$ cat config.mk
export PLATFORM = sky130hd
export DESIGN_NAME = lsu_bridge
export DESIGN_NICKNAME = d
export VERILOG_FILES = /design/src/rtl/lsu_pkg.sv /design/src/rtl/lsu_align.sv /design/src/rtl/lsu_bridge.sv
export SDC_FILE = /design/constraint.sdc
export NUM_CORES = 1
export LEC_CHECK = 0
export BUFFER_PORTS_ARGS = -buffer_cell sky130_fd_sc_hd__buf_2
export CAP_MARGIN = 15
export CORE_MARGIN = 4
export CORE_UTILIZATION = 45
export CTS_BUF_LIST = sky130_fd_sc_hd__clkbuf_8
export DETAILED_ROUTE_END_ITERATION = 10
export PLACE_DENSITY = 0.81
export SLEW_MARGIN = 20
export SYNTH_ARGS = -nofsm -noshare
export SYNTH_HDL_FRONTEND = slang
export SYNTH_SLANG_ARGS = --single-unit
export TNS_END_PERCENT = 10
$ cat constraint.sdc
create_clock -name clk -period 4.25 [get_ports clk]
set_input_delay 0.85 -clock clk [delete_from_list [all_inputs] [get_ports clk]]
set_output_delay 0.85 -clock clk [all_outputs]
set_load 0.05 [all_outputs]
$ cat src/rtl/lsu_pkg.sv
// Shared types, size encodings and helpers for the load/store bridge.
package lsu_pkg;

   typedef enum logic [1:0] {
      IDLE = 2'b00,
      REQ  = 2'b01,
      WAIT = 2'b10,
      DONE = 2'b11
   } lsu_state_t;

   localparam logic [1:0] SZ_B = 2'b00;
   localparam logic [1:0] SZ_H = 2'b01;
   localparam logic [1:0] SZ_W = 2'b10;

   localparam int TIMEOUT_CYC_DEF = 255;

   // The reserved size code 2'b11 is handled like a word access.
   function automatic logic is_misaligned(input logic [1:0] size, input logic [1:0] off);
      return ((size == SZ_H) && off[0]) || (size[1] && (off != 2'b00));
   endfunction

   function automatic logic [1:0] force_align(input logic [1:0] size, input logic [1:0] off);
      if (size[1])
         return 2'b00;
      else if (size == SZ_H)
         return {off[1], 1'b0};
      else
         return off;
   endfunction

endpackage

$ cat src/rtl/lsu_align.sv
// Combinational lane logic: store byte enables / replicated data and
// load right-shift with sign or zero extension.
module lsu_align
   import lsu_pkg::*;
(
   input  logic [1:0]  size,
   input  logic [1:0]  offset,
   input  logic        ld_unsigned,
   input  logic [31:0] st_data,
   input  logic [31:0] ld_word,
   output logic [3:0]  be,
   output logic [31:0] wdata,
   output logic [31:0] ld_data
);

   logic [31:0] shifted;
   logic        sign;

   // NOTE: every signal written here gets a default first, so no path can
   // leave one unassigned and infer a latch.
   always_comb begin
      shifted = ld_word >> {offset, 3'b000};
      sign    = 1'b0;
      be      = 4'b1111;
      wdata   = st_data;
      ld_data = shifted;
      case (size)
         SZ_B: begin
            be      = 4'b0001 << offset;
            wdata   = {4{st_data[7:0]}};
            sign    = ~ld_unsigned & shifted[7];
            ld_data = {{24{sign}}, shifted[7:0]};
         end
         SZ_H: begin
            be      = 4'b0011 << offset;
            wdata   = {2{st_data[15:0]}};
            sign    = ~ld_unsigned & shifted[15];
            ld_data = {{16{sign}}, shifted[15:0]};
         end
         default: ;
      endcase
   end

endmodule

$ cat src/rtl/lsu_bridge.sv
// Core-to-bus load/store bridge with bus timeout.
// Optional macro LSU_MISALIGN_TRAP_EN: trap misaligned H/W accesses instead of aligning them.
module lsu_bridge
   import lsu_pkg::*;
#(
   parameter int XLEN        = 32,
   parameter int TIMEOUT_CYC = TIMEOUT_CYC_DEF
) (
   input  logic            clk,
   input  logic            reset,
   input  logic            mem_rd,
   input  logic            mem_wr,
   input  logic [XLEN-1:0] addr,
   input  logic [XLEN-1:0] wr_dat,
   input  logic [2:0]      funct,
   output logic [XLEN-1:0] rd_dat,
   output logic            rd_valid,
   output logic            stall,
   output logic            fault,
   output logic            bus_req,
   output logic            bus_we,
   output logic [XLEN-1:0] bus_addr,
   output logic [3:0]      bus_be,
   output logic [XLEN-1:0] bus_wdata,
   input  logic            bus_gnt,
   input  logic            bus_rvalid,
   input  logic [XLEN-1:0] bus_rdata
);

   localparam logic [7:0] TO_LAST = 8'(TIMEOUT_CYC - 1);

   lsu_state_t state_q, state_d;

   logic [7:0]      cnt_q;
   logic            is_load_q;
   logic            flt_q;
   logic [1:0]      off_q;
   logic [1:0]      size_q;
   logic            uns_q;
   logic [XLEN-1:0] rd_dat_q;
   logic            bus_we_q;
   logic [XLEN-1:0] bus_addr_q;
   logic [3:0]      bus_be_q;
   logic [XLEN-1:0] bus_wdata_q;

   logic            req_any;
   logic            trap;
   logic [1:0]      off_in;
   logic            to_hit;

   logic            start;
   logic            trap_go;
   logic            to_fire;
   logic            ld_cap;
   logic            stall_c;
   logic            bus_req_c;

   logic [1:0]      al_size;
   logic [1:0]      al_off;
   logic            al_uns;
   logic [3:0]      al_be;
   logic [31:0]     al_wdata;
   logic [31:0]     al_ld;

   assign req_any = mem_rd | mem_wr;
   assign to_hit  = (cnt_q == TO_LAST);

`ifdef LSU_MISALIGN_TRAP_EN
   assign trap   = is_misaligned(funct[1:0], addr[1:0]);
   assign off_in = addr[1:0];
`else
   assign trap   = 1'b0;
   assign off_in = force_align(funct[1:0], addr[1:0]);
`endif

   // In IDLE the lane logic shapes the incoming store; afterwards it
   // extends the returning load word using the captured attributes.
   assign al_size = (state_q == IDLE) ? funct[1:0] : size_q;
   assign al_off  = (state_q == IDLE) ? off_in     : off_q;
   assign al_uns  = (state_q == IDLE) ? funct[2]   : uns_q;

   lsu_align u_align (
      .size        (al_size),
      .offset      (al_off),
      .ld_unsigned (al_uns),
      .st_data     (wr_dat),
      .ld_word     (bus_rdata),
      .be          (al_be),
      .wdata       (al_wdata),
      .ld_data     (al_ld)
   );

   // NOTE: sequential state uses non-blocking assignments so every register
   // samples the pre-edge values, independent of statement order.
   always_ff @(posedge clk) begin
      if (reset)
         state_q <= IDLE;
      else
         state_q <= state_d;
   end

   always_comb begin
      state_d   = state_q;
      start     = 1'b0;
      trap_go   = 1'b0;
      to_fire   = 1'b0;
      ld_cap    = 1'b0;
      stall_c   = 1'b0;
      bus_req_c = 1'b0;
      case (state_q)
         IDLE: begin
            if (req_any) begin
               stall_c = 1'b1;
               if (trap) begin
                  trap_go = 1'b1;
                  state_d = DONE;
               end else begin
                  start   = 1'b1;
                  state_d = REQ;
               end
            end
         end
         REQ: begin
            stall_c   = 1'b1;
            bus_req_c = 1'b1;
            if (bus_gnt) begin
               if (!is_load_q) begin
                  state_d = DONE;
               end else if (bus_rvalid) begin
                  ld_cap  = 1'b1;
                  state_d = DONE;
               end else begin
                  state_d = WAIT;
               end
            end else if (to_hit) begin
               to_fire = 1'b1;
               state_d = DONE;
            end
         end
         WAIT: begin
            stall_c = 1'b1;
            if (bus_rvalid) begin
               ld_cap  = 1'b1;
               state_d = DONE;
            end else if (to_hit) begin
               to_fire = 1'b1;
               state_d = DONE;
            end
         end
         DONE: state_d = IDLE;
         default: state_d = IDLE;
      endcase
   end

   // Restarts on entry to REQ and on the grant that leads into WAIT.
   always_ff @(posedge clk) begin
      if (reset)
         cnt_q <= 8'd0;
      else if (start || ((state_q == REQ) && bus_gnt))
         cnt_q <= 8'd0;
      else if ((state_q == REQ) || (state_q == WAIT))
         cnt_q <= cnt_q + 8'd1;
   end

   always_ff @(posedge clk) begin
      if (reset) begin
         is_load_q   <= 1'b0;
         flt_q       <= 1'b0;
         off_q       <= 2'b00;
         size_q      <= SZ_B;
         uns_q       <= 1'b0;
         rd_dat_q    <= '0;
         bus_we_q    <= 1'b0;
         bus_addr_q  <= '0;
         bus_be_q    <= 4'b0000;
         bus_wdata_q <= '0;
      end else begin
         if (start) begin
            is_load_q   <= mem_rd;
            flt_q       <= 1'b0;
            off_q       <= off_in;
            size_q      <= funct[1:0];
            uns_q       <= funct[2];
            bus_we_q    <= mem_wr & ~mem_rd;
            bus_addr_q  <= {addr[XLEN-1:2], 2'b00};
            bus_be_q    <= al_be;
            bus_wdata_q <= al_wdata;
         end
         if (trap_go) begin
            is_load_q <= mem_rd;
            flt_q     <= 1'b1;
            rd_dat_q  <= '0;
         end
         if (ld_cap)
            rd_dat_q <= al_ld;
         if (to_fire) begin
            flt_q    <= 1'b1;
            rd_dat_q <= '0;
         end
      end
   end

   // Reset is synchronous, so outputs are masked for the reset cycle itself.
   always_comb begin
      rd_dat    = '0;
      rd_valid  = 1'b0;
      stall     = 1'b0;
      fault     = 1'b0;
      bus_req   = 1'b0;
      bus_we    = 1'b0;
      bus_addr  = '0;
      bus_be    = 4'b0000;
      bus_wdata = '0;
      if (!reset) begin
         rd_dat    = rd_dat_q;
         rd_valid  = (state_q == DONE) && is_load_q && !flt_q;
         stall     = stall_c;
         fault     = (state_q == DONE) && flt_q;
         bus_req   = bus_req_c;
         bus_we    = bus_we_q;
         bus_addr  = bus_addr_q;
         bus_be    = bus_be_q;
         bus_wdata = bus_wdata_q;
      end
   end

endmodule

==> results.toml <==
[floorplanning]
die_area_mm2 = 0.01563
chipWidth_um = 125.0
coreArea_mm2 = 0.01335
start_util_pct = 46.18
rows = 42
dieHeight_um = 125.0
io_pins = 210

[power]
leakagePower_nw = 3.508
power_frac_seq_pct = 30.6
power_frac_clock_pct = 24.6
intPower_mw = 2.747
power_switching_share_pct = 42.81
p_switching_mw = 2.057
p_comb_share_pct = 44.9
p_per_area_mw_per_mm2 = 623.9
ir_worst_vdd_v = 0.0004258

[worst_setup_path]
critPathArrivalTime_ns = 2.40
worstSetupEndpointType = "primary output"
crit_chain = "inv_1 -> ha_1 -> buf_4 -> o21a_2 -> nor2_1 -> nor3_1 -> buf_2"
cp_slowest_cell = "ha_1"
path_max_fanout = 14
critPathKind = "flop to primary output"
worst_path_largest_cell_delay_ns = 0.49
worst-path-buf-inv = 3
critPathRequiredTime_ns = 3.40
critPathTopFamily = "buffers and inverters"
start_kind = "flop"

[cts]
cts_max_level = 4
clock_sinks = 116
cts_tree = "built"
cts_setup_buffers = 0
cts_buffers = 17
cts_max_path_buffers = 2
post_cts_resize_count = 0
insertion_delay_ns = 0.44
ctsHoldBuffers = 0
cts-root-buf = "clkbuf_8"
clk_pin_slew_ns = 0.08

[synthesis]
ys_seq_area_share_pct = 37.68
ys_seq_elements = 116
synth_area_leaders = "dfxtp_1 38%, nor2b_1 10%, nand2_1 7.2%"
synth-edff-count = 0
yosysTopAreaCell = "dfxtp_1"
ys.flop_type = "dfxtp_1"
yosys-top-cells-count = "118 x nand2_1, 116 x dfxtp_1, 102 x nor2b_1"
yosys_warnings = 0
synth_top_area_share_pct = 37.68
ys_async_sr_fraction_pct = 0
yosysMostFrequentCell = "nand2_1"
synthCells = 756
yosys.cell_types.count = 55
syn_area_mm2 = 0.006163
syn_area_per_cell_um2 = 8.153

[detailed_routing]
dr.first_iter.drc_count = 371
route.detailed.drc = 0
drt.antenna.violating_nets = 0
wl_um = 17150
vias = 5957
wl_per_cell_um = 15.30
vias_per_cell = 5.314
dr.pass1.iters = 5

[timing]
finalSetupViolCount = 0
fin_skew_ns = 0.007106
period_needed_ns = 3.245
fmax_ghz = 0.3082
fin_hold_ws_ns = 0.4511
rsz0062_at_grt = "false"
fin_crit_sh_pct = 76.36
tightest_slew_ns = 0.8471
slew_viol_final = 0
timing.final.hold_violations = 0
fin_tns_setup_ns = 0
maxSlewHeadroom_pct = 43.53

[cells_and_area]
n_antenna_cell = 0
syn2layout_area_growth_pct = 24.93
fill_cells = 1249
drive_above_1_share_pct = 30.26
nets = 1045

[place]
gp_congestion = 0.8883
dpl.hpwl_um = 12310
io_buffers = 207

[run]
max_cap_violations = 0

[run_status]
status = "finished clean"

[global_routing]
gr-total-overflow = 0
antenna_found_initial = 2
grt_pass1_wl_um = 27580
grt_max_degree = 80
track_usage_pct = 21.46
grt_pass1_vias = 5538

[hold_path]
hold_path.class = "flop to flop"
power by group through the flow:
stage          clock network (mW)  logic, mW  registers, mW
2_1_floorplan                   0       1.74           1.45
3_3_place_gp                    0       2.12           1.48
3_5_place_dp                    0       2.15           1.49
4_1_cts                      1.20       2.16           1.47
5_1_grt                      1.26       2.35           1.50
6_report                     1.18       2.16           1.47
path summary, 6_finish.rpt:
path                                      from        endpoint  slack (ns)  depth (start not counted)
worst max-delay path                state_q[0]           stall        1.00                          7
worst max register to register      state_q[0]    rd_dat_q[22]        1.34                          8
worst min register to register  bus_addr_q[20]  bus_addr_q[20]        0.45                          2
worst min-delay path            bus_addr_q[20]  bus_addr_q[20]        0.45                          2
layer usage:
| layer | routed length, um | vias up | GRT usage (%) |
|---|---|---|---|
| li1 | - | 2962 | - |
| met1 | 7224 | 2698 | 26.66 |
| met2 | 7803 | 261 | 34.10 |
| met3 | 1716 | 32 | 8.273 |
| met4 | 368 | 4 | 7.589 |
| met5 | 38 | - | 0 |
layout by cell type (no fill, tap or decap), types with 5 or more instances in the layout:
cell / count
dfxtp_1: 116
mux2i_1: 38
nor2_1: 76
a311oi_1: 13
a32oi_1: 9
ha_1: 8
mux2_2: 14
a211oi_1: 34
buf_4: 12
nand3_1: 5
clkbuf_8: 17
nand2_1: 118
o22ai_1: 9
a21oi_1: 71
nor2b_1: 102
buf_2: 206
bufinv_16: 5
nor3_1: 10
a21o_1: 8
cell type report:
cell class | count | area, um2 | share of cell area, %
clock buffers | 17 | 234.0 | 3.039
clock inverters | 15 | 229.0 | 2.974
inverters | 4 | 15.01 | 0.1950
multi-input cells | 574 | 3538 | 45.95
flip-flops and latches | 116 | 2322 | 30.16
well taps | 176 | 220.2 | 2.860
repair buffers | 219 | 1141 | 14.82
worst min-delay path, cell delays in order (launching register included):
cell     delay (ns)
dfxtp_1        0.31
nand2_1        0.05
a21oi_1        0.05
state kept, by name (all words and copies together), names as in the netlist:
register     cells
size_q           2
off_q            2
is_load_q        1
bus_addr_q      30
flt_q            1
bus_wdata_q     32
uns_q            1
state_q          2
bus_we_q         1
bus_be_q         4
rd_dat_q        32
cnt_q            8
through the flow:
stage / worst slack, ns / total power [mW] / instance area (um2) / utilization (%) / std cells
2_1_floorplan: 0.6327 / 3.186 / 6167 / - / 757
3_3_place_gp: 1.287 / 3.604 / 7237 / 54.22 / 1089
3_5_place_dp: 1.272 / 3.639 / 7237 / 54.22 / 1089
4_1_cts: 0.9528 / 4.827 / 7700 / 57.69 / 1121
5_1_grt: 0.7786 / 5.103 / 7700 / 57.69 / 1121
6_report: 1.005 / 4.804 / 7700 / 57.69 / 1121
logic make-up (layout without fill, tap and decap cells):
family                   Yosys count  in the layout  synth area share (%)
AO/OA/AOI/OAI                    167            167                 18.35
XOR/XNOR                           5              5                0.7105
other                              1              2               0.06084
buffers and inverters             67            255                 5.237
adder cells (fa/ha/maj)            8              8                 1.624
multiplexers                      54             54                 9.257
AND/OR/NAND/NOR                  338            338                 27.08
flip-flops                       116            116                 37.68
No activity file was read; power rests on OpenSTA's default activity.
